## src/rtl/fb_scoreboard.sv

```systemverilog
// fb_scoreboard
//   Register busy scoreboard for a pipeline with long-latency loads. A busy
//   bit is kept per architectural register. It is set when a load issues
//   from ID and cleared when that load writes back. The block stalls ID on
//   three conditions: a RAW hazard on a busy source, a WAW hazard on a busy
//   destination, or a load issuing while all load slots are in use.
//
// Parameters
//   MAX_OUTSTANDING  maximum number of loads in flight (1..7)
//
// Ports
//   clk, rst            clock; synchronous active-high reset
//   id_*                instruction presented in ID (sources, dest, load, flush)
//   wb_valid/_rd        load write-back this cycle
//   stall               hold PC and IF/ID, bubble into ID/EX (combinational)
//   busy_vec            per-register busy bits (bit 0 is always 0)
//   outstanding         popcount of busy_vec
//   wb_err              sticky: a write-back hit a non-busy register
//   stall_cycles        saturating count of stalled cycles
module fb_scoreboard #(
    parameter int MAX_OUTSTANDING = 4
) (
    input  logic        clk,
    input  logic        rst,
    input  logic        id_valid,
    input  logic [4:0]  id_register_rs1,
    input  logic [4:0]  id_register_rs2,
    input  logic        id_use_rs1,
    input  logic        id_use_rs2,
    input  logic [4:0]  id_register_rd,
    input  logic        id_is_load,
    input  logic        id_flush,
    input  logic        wb_valid,
    input  logic [4:0]  wb_register_rd,
    output logic        stall,
    output logic [31:0] busy_vec,
    output logic [2:0]  outstanding,
    output logic        wb_err,
    output logic [15:0] stall_cycles
);

    localparam logic [2:0] MAX_CNT = 3'(MAX_OUTSTANDING);

    logic        wb_hit;
    logic        wb_miss;
    logic [31:0] wb_clr;
    logic [31:0] busy_after;
    logic [2:0]  out_after;
    logic        raw;
    logic        waw;
    logic        full;
    logic        issue;
    logic [31:0] issue_set;
    logic [31:0] busy_next;

    always_comb begin
        // x0 is never tracked, so a write-back to it neither clears nor errors.
        wb_hit  = wb_valid && (wb_register_rd != 5'd0) &&  busy_vec[wb_register_rd];
        wb_miss = wb_valid && (wb_register_rd != 5'd0) && !busy_vec[wb_register_rd];
        wb_clr  = wb_hit ? (32'd1 << wb_register_rd) : 32'd0;

        // Hazards are evaluated against the state after this cycle's
        // write-back. The register file and forwarding path supply the
        // returning data, so a same-cycle write-back never stalls.
        busy_after = busy_vec & ~wb_clr;
        out_after  = outstanding - {2'b00, wb_hit};

        raw  = (id_use_rs1 && busy_after[id_register_rs1]) ||
               (id_use_rs2 && busy_after[id_register_rs2]);
        waw  = id_is_load && busy_after[id_register_rd];
        full = id_is_load && (out_after == MAX_CNT);

        stall = id_valid && !id_flush && (raw || waw || full);
        issue = id_valid && !id_flush && !stall && id_is_load &&
                (id_register_rd != 5'd0);

        // Clear first, then set. A write-back and an issue to the same rd
        // therefore leave the bit set and the count unchanged.
        issue_set = issue ? (32'd1 << id_register_rd) : 32'd0;
        busy_next = (busy_after | issue_set) & ~32'd1;
    end

    always_ff @(posedge clk) begin
        if (rst) begin
            busy_vec     <= '0;
            outstanding  <= '0;
            wb_err       <= 1'b0;
            stall_cycles <= '0;
        end else begin
            busy_vec    <= busy_next;
            // The full check blocks any issue that would push the count
            // past MAX_OUTSTANDING, so this sum cannot wrap.
            outstanding <= out_after + {2'b00, issue};
            wb_err      <= wb_err | wb_miss;
            if (stall && (stall_cycles != 16'hFFFF))
                stall_cycles <= stall_cycles + 16'd1;
        end
    end

endmodule
```

## config.mk

```make
export PLATFORM = sky130hd
export DESIGN_NAME = fb_scoreboard
export DESIGN_NICKNAME = d
export VERILOG_FILES = /design/src/rtl/fb_scoreboard.sv
export SDC_FILE = /design/constraint.sdc
export NUM_CORES = 1
export LEC_CHECK = 0
export CAP_MARGIN = 20
export CELL_PAD_IN_SITES_DETAIL_PLACEMENT = 1
export CELL_PAD_IN_SITES_GLOBAL_PLACEMENT = 1
export CORE_MARGIN = 2
export CORE_UTILIZATION = 42
export CTS_CLUSTER_DIAMETER = 30
export DETAILED_ROUTE_END_ITERATION = 7
export PLACE_DENSITY = 0.86
export SYNTH_ARGS = -nofsm -noshare
export SYNTH_HDL_FRONTEND = slang
export SYNTH_SLANG_ARGS = --single-unit
```

## constraint.sdc

```tcl
create_clock -name clk -period 13.75 [get_ports clk]
set_input_delay 2.75 -clock clk [delete_from_list [all_inputs] [get_ports clk]]
set_output_delay 2.75 -clock clk [all_outputs]
set_load 0.01 [all_outputs]
```

==> reports/metrics.cfg, run 1 <==
[drt]
viasPerCell = 6.87
routed_wirelength_um = 18500
drt_iter0_drc = 531
wl_per_cell_um = 25.3
antenna_left = 0
drcViolationCount = 0
vias = 5030
first_pass_iters = 6

[grt]
gr-total-overflow = 0
grt_pass1_wl_um = 28700
grt_max_degree = 56
grt_pass1_vias = 5068
antenna_found_initial = 0
grt_usage_pct = 33.0

[die]
fp-row-count = 36
die_x_um = 105
core_area_um2 = 9820
fp.dieH_um = 105
io_pins = 81
dieArea_um2 = 11000
start_util_pct = 43.6

[sta]
setup_viol = 0
drv_slew = 0
hold_viol_final = 0
period_share_pct = 81.4
slew_headroom_pct = 26.0
fin_tns_setup_ps = 0
clock.fmax_ghz = 0.0893
skew_ps = 9.38
rsz0062_at_grt = no
tightest_slew_ps = 1100
post-route-min-period_ps = 11190

[clock_network]
hold_buffers = 0
cts_buffer_depth = 2
cts_sinks = 51
cts_tree = yes
clkTransAtPathRegs_ps = 110
clk_latency_ps = 320
numCtsBuffers = 5
cts-root-buf = clkbuf_8
post-cts-setup-buffers = 0
ctsResizeCount = 0
htreeDepth = 2

[critical_path]
startpoint = wb_register_rd[1]
setup.worst_path.end = stall
r2r_start = busy_vec[3]$_SDFF_PP0_
cp-end-kind = output port
rr_endpoint = stall_cycles[2]$_SDFFE_PP0P_
path_max_fanout = 21
reg2reg_depth = 18
required_ps = 11000
crit_arrival_ps = 8440
crit_path_start_kind = primary input
worst-setup-path-type = primary input to output port
rrSetupSlack_ps = 8890

[outcome]
status = finished, final reports clean

[finish]
layout.nets = 631
multi_input_area_um2 = 2970
fin_area_um2 = 5160
syn_to_final_growth_pct = 20.6
final_cell_mix = clkdlybuf4s50_1 (78), dfxtp_1 (51), nand2_1 (43), nor2_1 (31)
n_fill_cell = 1227
final_common_cell = clkdlybuf4s50_1
final_layout_size_suffix_gt1_share_pct = 7.51
seq_area_um2 = 1020
num_antenna_cells = 0

[hold_path]
worstHoldStart = stall_cycles[4]$_SDFFE_PP0P_
hold_path.class = flop to flop

[run]
drv_cap = 0

[placement]
gp_congestion = 0.968
numPortBuffers = 79
placed_area_um2 = 5070
dpl.hpwl_um = 14000

[yosys]
synthArstFlopShare_pct = 0
synth.ff_latch_count = 51
syn_inst = 550
yosysWarnings = 0
synth-edff-count = 0
synthesis.area_um2 = 4280
syn_area_per_cell_um2 = 7.78
synth_nets = 583
synth_ff_type = dfxtp_1
synth_cell_types = 81
seq_area_frac_synth_pct = 23.9

[power_and_ir_drop]
power_density_nw_per_um2 = 64.5
leakagePower_uw = 0.00164
vdd.ir_drop.worst_uv = 35.7

-- per-stage QoR --
step	cells	hold WS (ps)	setup slack (ps)	util (%)	power [uW]
after detailed placement	724	488	2650	51.6	236
after global placement	724	482	2840	51.6	234
after floorplan	550	504	5280	-	207
after CTS	732	509	2650	52.6	330
final	732	503	2560	52.6	333
after global routing	732	541	2160	52.6	343
-- cell type report --
cell class	count	share of cell area, %
Sequential cell	51	19.8
Timing Repair Buffer	82	15.7
Clock inverter	3	0.436
Inverter	29	2.11
Clock buffer	5	1.33
Tap cell	133	3.22
Multi-Input combinational cell	429	57.5
-- layer usage --
metal | vias up | wire length (um) | share of wire (%) | global-route usage (%)
met5 | - | 0 | 0 | 0
met4 | 0 | 817 | 4.4 | 13.1
met3 | 68 | 1810 | 9.8 | 7.36
met2 | 307 | 8530 | 46 | 55.0
met1 | 2432 | 7330 | 40 | 41.2
li1 | 2223 | - | - | -
-- cells in the mapped netlist (5+ instances only) --
cell / n / area, um^2
a21oi_1: 30 / 150
nand4_1: 8 / 50.1
o21ai_0: 23 / 115
nor2b_1: 12 / 75.1
a31oi_1: 7 / 43.8
mux2_2: 5 / 56.3
nor3_1: 10 / 50.1
nor2_1: 31 / 116
or2_2: 5 / 31.3
nand2b_1: 8 / 50.1
nor4_1: 5 / 31.3
o32ai_1: 11 / 96.3
clkbuf_1: 28 / 105
or4_1: 13 / 97.6
nand2_1: 43 / 161
o211ai_1: 9 / 67.6
mux2i_1: 25 / 250
and2_1: 6 / 37.5
nand3_1: 30 / 150
o22ai_1: 13 / 81.3
ha_1: 5 / 62.6
or3_1: 8 / 50.1
buf_1: 6 / 22.5
inv_1: 27 / 101
o41ai_1: 6 / 52.6
dfxtp_1: 51 / 1020
o31ai_1: 19 / 143
and3_1: 9 / 56.3
-- worst min path at each step --
| stage | endpoint | slack (ps) | cells past startpoint |
|---|---|---|---|
| floorplan | stall_cycles[9]$_SDFFE_PP0P_ | 500 | 2 |
| global placement | stall_cycles[9]$_SDFFE_PP0P_ | 480 | 2 |
| detailed placement | stall_cycles[4]$_SDFFE_PP0P_ | 490 | 2 |
| CTS | stall_cycles[4]$_SDFFE_PP0P_ | 510 | 2 |
| global route | stall_cycles[4]$_SDFFE_PP0P_ | 540 | 2 |
| finish | stall_cycles[4]$_SDFFE_PP0P_ | 500 | 2 |
-- sequential cells by signal, summed over array words and instances (netlist names) --
| signal | cells |
|---|---|
| busy_vec | 31 |
| outstanding | 3 |
| wb_err | 1 |
| stall_cycles | 16 |
-- kinds of logic after synthesis --
family / synth area share [%]
compound gates: 32.7
buf+inv: 6.99
flops: 23.9
mux: 9.53
simple gates: 24.3
other cells: 0.0876
xor+xnor: 1.02
fa+ha+maj: 1.46
-- report_power, final --
group | internal, uW | switching (uW) | total, uW
sequential | 150 | 1.63 | 151
combinational | 29.2 | 54.3 | 83.5
clock | 37.1 | 61.2 | 98.3
-- worst max-delay path, stage by stage --
cell and delay [ps]:
clkdlybuf4s50_1 1130, mux2_2 430, a221o_1 360, a32oi_2 360, a22oi_2 160, and3_1 260
ha_1 200, ha_1 190, xor2_1 190, nand3_1 100, o31a_1 130, o41ai_1 60
a211oi_1 270, o211ai_1 220, and2_4 230, o31ai_4 670, inv_2 190, clkdlybuf4s50_1 540
No activity file was read; power rests on OpenSTA's default activity.
==> inputs of run 2 (changes only) <==
--- a/config.mk
+++ b/config.mk
@@ -9,10 +9,10 @@
 export CELL_PAD_IN_SITES_DETAIL_PLACEMENT = 1
 export CELL_PAD_IN_SITES_GLOBAL_PLACEMENT = 1
 export CORE_MARGIN = 2
-export CORE_UTILIZATION = 42
+export CORE_UTILIZATION = 39
 export CTS_CLUSTER_DIAMETER = 30
 export DETAILED_ROUTE_END_ITERATION = 7
-export PLACE_DENSITY = 0.86
+export PLACE_DENSITY = 0.81
 export SYNTH_ARGS = -nofsm -noshare
 export SYNTH_HDL_FRONTEND = slang
 export SYNTH_SLANG_ARGS = --single-unit
==> constraint.sdc (replaced) <==
create_clock -name clk -period 11.35 [get_ports clk]
set_input_delay 2.27 -clock clk [delete_from_list [all_inputs] [get_ports clk]]
set_output_delay 2.27 -clock clk [all_outputs]
set_load 0.01 [all_outputs]
==> run 2 against run 1 <==
  * Setup slack worse by 960 ps
  * Global-route usage decreased by 1.6 points
  * Cell area increased by 1.1%
  * Critical path type unchanged
  * Critical endpoint unchanged
  * Largest cell class unchanged
==> reports/metrics.cfg, run 2 (same netlist as run 1, synthesis figures left out) <==
[outcome]
status = finished, final reports clean

[power_and_ir_drop]
leakagePower_uw = 0.00167  ; +1.6%
vdd.ir_drop.worst_uv = 47.3  ; +33%
power_density_nw_per_um2 = 80.8  ; +25%

[sta]
rsz0062_at_grt = no
period_share_pct = 85.9
slew_headroom_pct = 28.6  ; +2.6 points
fin_tns_setup_ps = 0  ; unchanged
skew_ps = 7.81  ; -1.58 ps
tightest_slew_ps = 1060  ; -39.3 ps
clock.fmax_ghz = 0.103
post-route-min-period_ps = 9750
drv_slew = 0  ; unchanged
hold_viol_final = 0  ; unchanged
setup_viol = 0  ; unchanged

[critical_path]
rrSetupSlack_ps = 6620  ; -2270 ps
required_ps = 9080  ; -1920 ps
crit_path_start_kind = primary input
crit_arrival_ps = 7480  ; -960 ps
worst-setup-path-type = primary input to output port
r2r_start = busy_vec[9]$_SDFF_PP0_
path_max_fanout = 24  ; +14%
cp-end-kind = output port
rr_endpoint = outstanding[1]$_SDFF_PP0_
startpoint = wb_register_rd[0]
reg2reg_depth = 19  ; +1

[clock_network]
numCtsBuffers = 5  ; unchanged
clkTransAtPathRegs_ps = 100  ; about the same
cts_tree = yes
cts_buffer_depth = 2  ; unchanged
hold_buffers = 0  ; unchanged
cts-root-buf = clkbuf_8
cts_sinks = 51  ; unchanged
htreeDepth = 2  ; unchanged
clk_latency_ps = 310  ; about the same
ctsResizeCount = 0  ; unchanged
post-cts-setup-buffers = 0  ; unchanged

[die]
fp.dieH_um = 109  ; +3.6%
core_area_um2 = 10800  ; +9.9%
io_pins = 81  ; unchanged
fp-row-count = 38  ; +5.6%
start_util_pct = 39.6  ; -3.9 points
die_x_um = 109  ; +3.6%
dieArea_um2 = 11800  ; +7.4%

[finish]
final_layout_size_suffix_gt1_share_pct = 7.97  ; +0.46 points
num_antenna_cells = 0  ; unchanged
final_common_cell = clkdlybuf4s50_1
layout.nets = 634  ; +0.48%
largest_register_ffs = 31  ; unchanged
syn_to_final_growth_pct = 22.0
reg_top3 = busy_vec: 31 flops, stall_cycles: 16 flops, outstanding: 3 flops
final_cells = 742  ; +1.4%
top_register = busy_vec
final_cell_mix = clkdlybuf4s50_1 (78), dfxtp_1 (51), nand2_1 (43), nor2_1 (31)

[placement]
numPortBuffers = 79  ; unchanged
gp_congestion = 0.979  ; +1.1%
post-place-cells = 734  ; +1.4%
dpl.hpwl_um = 13900  ; -0.16%

[hold_path]
worstHoldStart = wb_err$_SDFF_PP0_
min_delay_path_depth = 2  ; unchanged
hold_path.class = flop to flop
whs_endpoint = wb_err$_SDFF_PP0_

[drt]
drcViolationCount = 0  ; unchanged
antenna_left = 0  ; unchanged
first_pass_iters = 5  ; -1
drt_iter0_drc = 380  ; -28%
wl_per_cell_um = 24.8  ; -1.8%
routed_wirelength_um = 18400  ; -0.45%
viasPerCell = 6.69  ; -2.6%
vias = 4967  ; -1.3%

[grt]
grt_use_met3_pct = 5.56  ; -1.8 points
met1_usage_pct = 39.9  ; -1.3 points
gr-total-overflow = 0  ; unchanged
use_met2_pct = 50.1  ; -4.9 points
grt_usage_pct = 31.4  ; -1.6 points
grt_max_degree = 56  ; unchanged
top_usage_layer = met2
antenna_found_initial = 0  ; unchanged
grt_pass1_wl_um = 28500  ; -0.94%
grt_pass1_vias = 4929  ; -2.7%

[run]
drv_cap = 0  ; unchanged

-- run 2: cell types whose count changed in the layout (fill, tap and decap cells not counted) --
cell | before | now
buf_4 | 3 | 6
inv_6 | 2 | 0
clkbuf_8 | 5 | 6
bufinv_16 | 0 | 1
-- run 2: cell type report --
| class | instances | area (um^2) |
|---|---|---|
| well taps | 140 | 175 |
| flip-flops and latches | 51 | 1020 |
| multi-input cells | 429 | 2970 |
| inverters | 29 | 109 |
| fillers | 1334 | 5570 |
| repair buffers | 85 | 831 |
| clock inverters | 2 | 35.0 |
| clock buffers | 6 | 82.6 |
-- run 2: how the worst max path moves through the flow --
stage | cells after the start | to | slack, ps
final | 19 | stall | 1600
after detailed placement | 19 | stall | 1730
after CTS | 19 | stall | 1670
after floorplan | 17 | stall | 3840
after global routing | 19 | stall | 1290
after global placement | 19 | stall | 1860
-- run 2: report_power, final --
part	switching (uW)	internal, uW	leakage [uW]
Sequential	1.89	181	0.000411
Combinational	64.6	35.6	0.00119
Clock	66.9	71.6	0.0000612
Total	133	288	0.00167
-- run 2: per-stage QoR --
step / setup WS, ps / power (uW) / utilization, % / instance area (um^2) / hold slack [ps]
4_1_cts: 1670 / 421 / 48.4 / 5220 / 507
3_5_place_dp: 1730 / 285 / 47.3 / 5100 / 484
6_report: 1600 / 422 / 48.4 / 5220 / 514
5_1_grt: 1290 / 439 / 48.4 / 5220 / 542
2_1_floorplan: 3840 / 251 / - / 4280 / 504
3_3_place_gp: 1860 / 283 / 47.3 / 5100 / 482
-- run 2: per-layer routing --
layer  wire length (um)  up-vias  part of all wire [%]
li1                   -     2237                     -
met1               7520     2408                    41
met2               8200      248                    45
met3               1460       74                   8.0
met4               1220        0                   6.6
met5                  0        -                     0
-- run 2: worst max-delay path, stage by stage --
cell	delay [ps]
clkdlybuf4s50_1	1080
nor2b_1	300
a221o_1	380
a32oi_2	400
a22oi_2	150
and3_1	270
ha_1	200
ha_1	190
xor2_1	180
nand3_1	100
o31a_1	130
o41ai_1	80
a211oi_1	250
o211ai_1	220
and2_4	230
o31ai_4	160
buf_4	270
inv_2	110
clkdlybuf4s50_1	490
==> inputs of run 3 (changes only) <==
--- a/config.mk
+++ b/config.mk
@@ -9,10 +9,11 @@
 export CELL_PAD_IN_SITES_DETAIL_PLACEMENT = 1
 export CELL_PAD_IN_SITES_GLOBAL_PLACEMENT = 1
 export CORE_MARGIN = 2
-export CORE_UTILIZATION = 39
+export CORE_UTILIZATION = 47
 export CTS_CLUSTER_DIAMETER = 30
 export DETAILED_ROUTE_END_ITERATION = 7
-export PLACE_DENSITY = 0.81
+export DONT_BUFFER_PORTS = 1
+export PLACE_DENSITY = 0.79
 export SYNTH_ARGS = -nofsm -noshare
 export SYNTH_HDL_FRONTEND = slang
 export SYNTH_SLANG_ARGS = --single-unit
==> run 3 against run 2 <==
  * Count of clock-buffer cells in the layout is 1 lower
  * Cell area is 17% lower
  * Final cell count is 15% lower
  * Die area is 16% lower
  * Setup slack better by 1100 ps
  * Clock power is 11% lower
  * Sequential share of layout area is 3.9 points higher
  * Clock skew is 2.9 ps higher
  * Largest cell class unchanged
  * Critical path type unchanged
==> reports/metrics.cfg, run 3 (same netlist as run 1, synthesis figures left out) <==
[clock_network]
cts-root-buf = clkbuf_8
cts_tree = yes
hold_buffers = 0  ; unchanged
numCtsBuffers = 5  ; unchanged
clkTransAtPathRegs_ps = 120  ; +20 ps
htreeDepth = 2  ; unchanged
cts_buffer_depth = 2  ; unchanged
cts_sinks = 51  ; unchanged
clk_latency_ps = 340  ; +30 ps
post-cts-setup-buffers = 0  ; unchanged
ctsResizeCount = 0  ; unchanged

[placement]
place_ws_ps = 2870  ; +1150 ps
post-place-cells = 620  ; -16%
numPortBuffers = 0  ; -100%
dpl.hpwl_um = 12800  ; -7.9%
gp_congestion = 1.06  ; +8.8%

[finish]
syn_to_final_growth_pct = 1.52
final_common_cell = dfxtp_1
largest_register_ffs = 31  ; unchanged
reg_top3 = busy_vec: 31 flops, stall_cycles: 16 flops, outstanding: 3 flops
n_fill_cell = 1103  ; -17%
layout.nets = 552  ; -13%
final_cell_mix = dfxtp_1 (51), nand2_1 (43), nor2_1 (31), nand3_1 (30), a21oi_1 (30)
multi_input_area_um2 = 2970  ; unchanged
final_layout_size_suffix_gt1_share_pct = 8.46  ; +0.49 points
num_antenna_cells = 0  ; unchanged
top_register = busy_vec
seq_area_um2 = 1020  ; unchanged
final_cells = 628  ; -15%

[sta]
drv_slew = 0  ; unchanged
fin_tns_setup_ps = 0  ; unchanged
setup_slack_ps = 2720  ; +1130 ps
period_share_pct = 76.0  ; -9.9 points
rsz0062_at_grt = no
worst_hold_slack_ps = 552  ; +37.7 ps
setup_viol = 0  ; unchanged
slew_headroom_pct = 34.8  ; +6.2 points
hold_viol_final = 0  ; unchanged
post-route-min-period_ps = 8630  ; -1130 ps
clock.fmax_ghz = 0.116  ; +13%
skew_ps = 10.7  ; +2.86 ps
tightest_slew_ps = 969  ; -92.5 ps

[critical_path]
required_ps = 9080  ; about the same
slowest_stage = o31ai_4
r2r_start = busy_vec[1]$_SDFF_PP0_
crit_path_start_kind = primary input
rrSetupSlack_ps = 6320  ; -300 ps
worst-setup-path-type = primary input to output port
crit_path_max_incr_delay_ps = 640  ; -440 ps
crit_buf_inv = 1  ; -3
crit_arrival_ps = 6360  ; -1120 ps
cp-end-kind = output port
startpoint = wb_register_rd[1]
rr_endpoint = stall_cycles[2]$_SDFFE_PP0P_
crit_family = compound AO/OA/AOI/OAI gates
setup.worst_path.end = stall
path_cells = mux2_2 > a221o_1 > a32oi_2 > a22oi_2 > and3_1 > ha_1 > ha_1 > xor2_1 > nand3_1 > o31a_1 > o41ai_1 > a211oi_1 > o211ai_1 > and2_4 > o31ai_4 > inv_2
path_depth = 16  ; -3
reg2reg_depth = 18  ; -1
path_max_fanout = 21  ; -13%
crit_path_frequent_cell = ha_1

[grt]
grt_max_degree = 56  ; unchanged
grt_pass1_vias = 4733  ; -4.0%
grt_pass1_wl_um = 27100  ; -4.9%
gr-total-overflow = 0  ; unchanged
grt_usage_pct = 34.8  ; +3.4 points
antenna_found_initial = 0  ; unchanged

[die]
start_util_pct = 48.8  ; +9.2 points
core_area_um2 = 8760  ; -19%
fp-row-count = 34  ; -11%
dieArea_um2 = 9880  ; -16%
die_x_um = 99.4  ; -8.6%
fp.dieH_um = 99.4  ; -8.6%
io_pins = 81  ; unchanged

[power_and_ir_drop]
leakagePower_uw = 0.00136  ; -19%
vdd.ir_drop.worst_uv = 39.0  ; -18%
power_density_nw_per_um2 = 86.0  ; +6.4%

[drt]
drcViolationCount = 0  ; unchanged
first_pass_iters = 6  ; +1
antenna_left = 0  ; unchanged
viasPerCell = 7.63  ; +14%
drt_iter0_drc = 642  ; +69%
vias = 4792  ; -3.5%
routed_wirelength_um = 17400  ; -5.6%
wl_per_cell_um = 27.7  ; +12%

[run]
drv_cap = 0  ; unchanged

[hold_path]
hold_path.class = flop to flop

[outcome]
status = finished, final reports clean

[run 3: changes by cell type in the layout (fill, tap and decap cells not counted), sizes merged]
cell	before	now
bufinv	1	0
clkdlybuf4s50	78	0
clkbuf	6	5
inv	28	30
buf	7	3
[run 3: worst min-delay path by stage]
stage | from | slack, ps | depth (start not counted) | to
floorplan | stall_cycles[9]$_SDFFE_PP0P_ | 500 | 2 | stall_cycles[9]$_SDFFE_PP0P_
global placement | stall_cycles[9]$_SDFFE_PP0P_ | 520 | 2 | stall_cycles[9]$_SDFFE_PP0P_
detailed placement | stall_cycles[9]$_SDFFE_PP0P_ | 530 | 2 | stall_cycles[9]$_SDFFE_PP0P_
CTS | stall_cycles[9]$_SDFFE_PP0P_ | 550 | 2 | stall_cycles[9]$_SDFFE_PP0P_
global route | stall_cycles[9]$_SDFFE_PP0P_ | 580 | 2 | stall_cycles[9]$_SDFFE_PP0P_
finish | stall_cycles[4]$_SDFFE_PP0P_ | 550 | 2 | stall_cycles[4]$_SDFFE_PP0P_
[run 3: final cells by class]
type	instances	share of cell area, %
inverter	29	2.51
clock buffer	5	1.58
multi-input combinational	429	68.3
sequential	51	23.5
clock inverter	3	0.518
tap	108	3.11
timing repair buffer	3	0.518
[run 3: power by group]
part | leakage [uW] | internal, uW | switching [uW]
combinational | 0.000896 | 23.1 | 43.0
clock | 0.0000489 | 45.0 | 77.9
sequential | 0.000411 | 181 | 3.27
[run 3: routing by layer]
metal | vias up | GRT usage [%] | wire length (um)
met3 | 100 | 5.97 | 1710
met2 | 353 | 57.2 | 7910
met5 | - | 0 | 0
met4 | 0 | 19.2 | 1160
met1 | 2265 | 43.2 | 6600
li1 | 2074 | - | -
[run 3: stage by stage]
stage,util [%],power [uW],cell area [um^2]
detailed placement,48.5,252,4250
global placement,48.5,250,4250
finish,49.6,374,4340
global route,49.6,385,4340
CTS,49.6,371,4340
floorplan,-,251,4280
[run 3: worst min-delay path, delay by kind of cell, from the launching register on]
| family | cells | cell delay, ps |
|---|---|---|
| compound gates | 2 | 150 |
| flops | 1 | 380 |
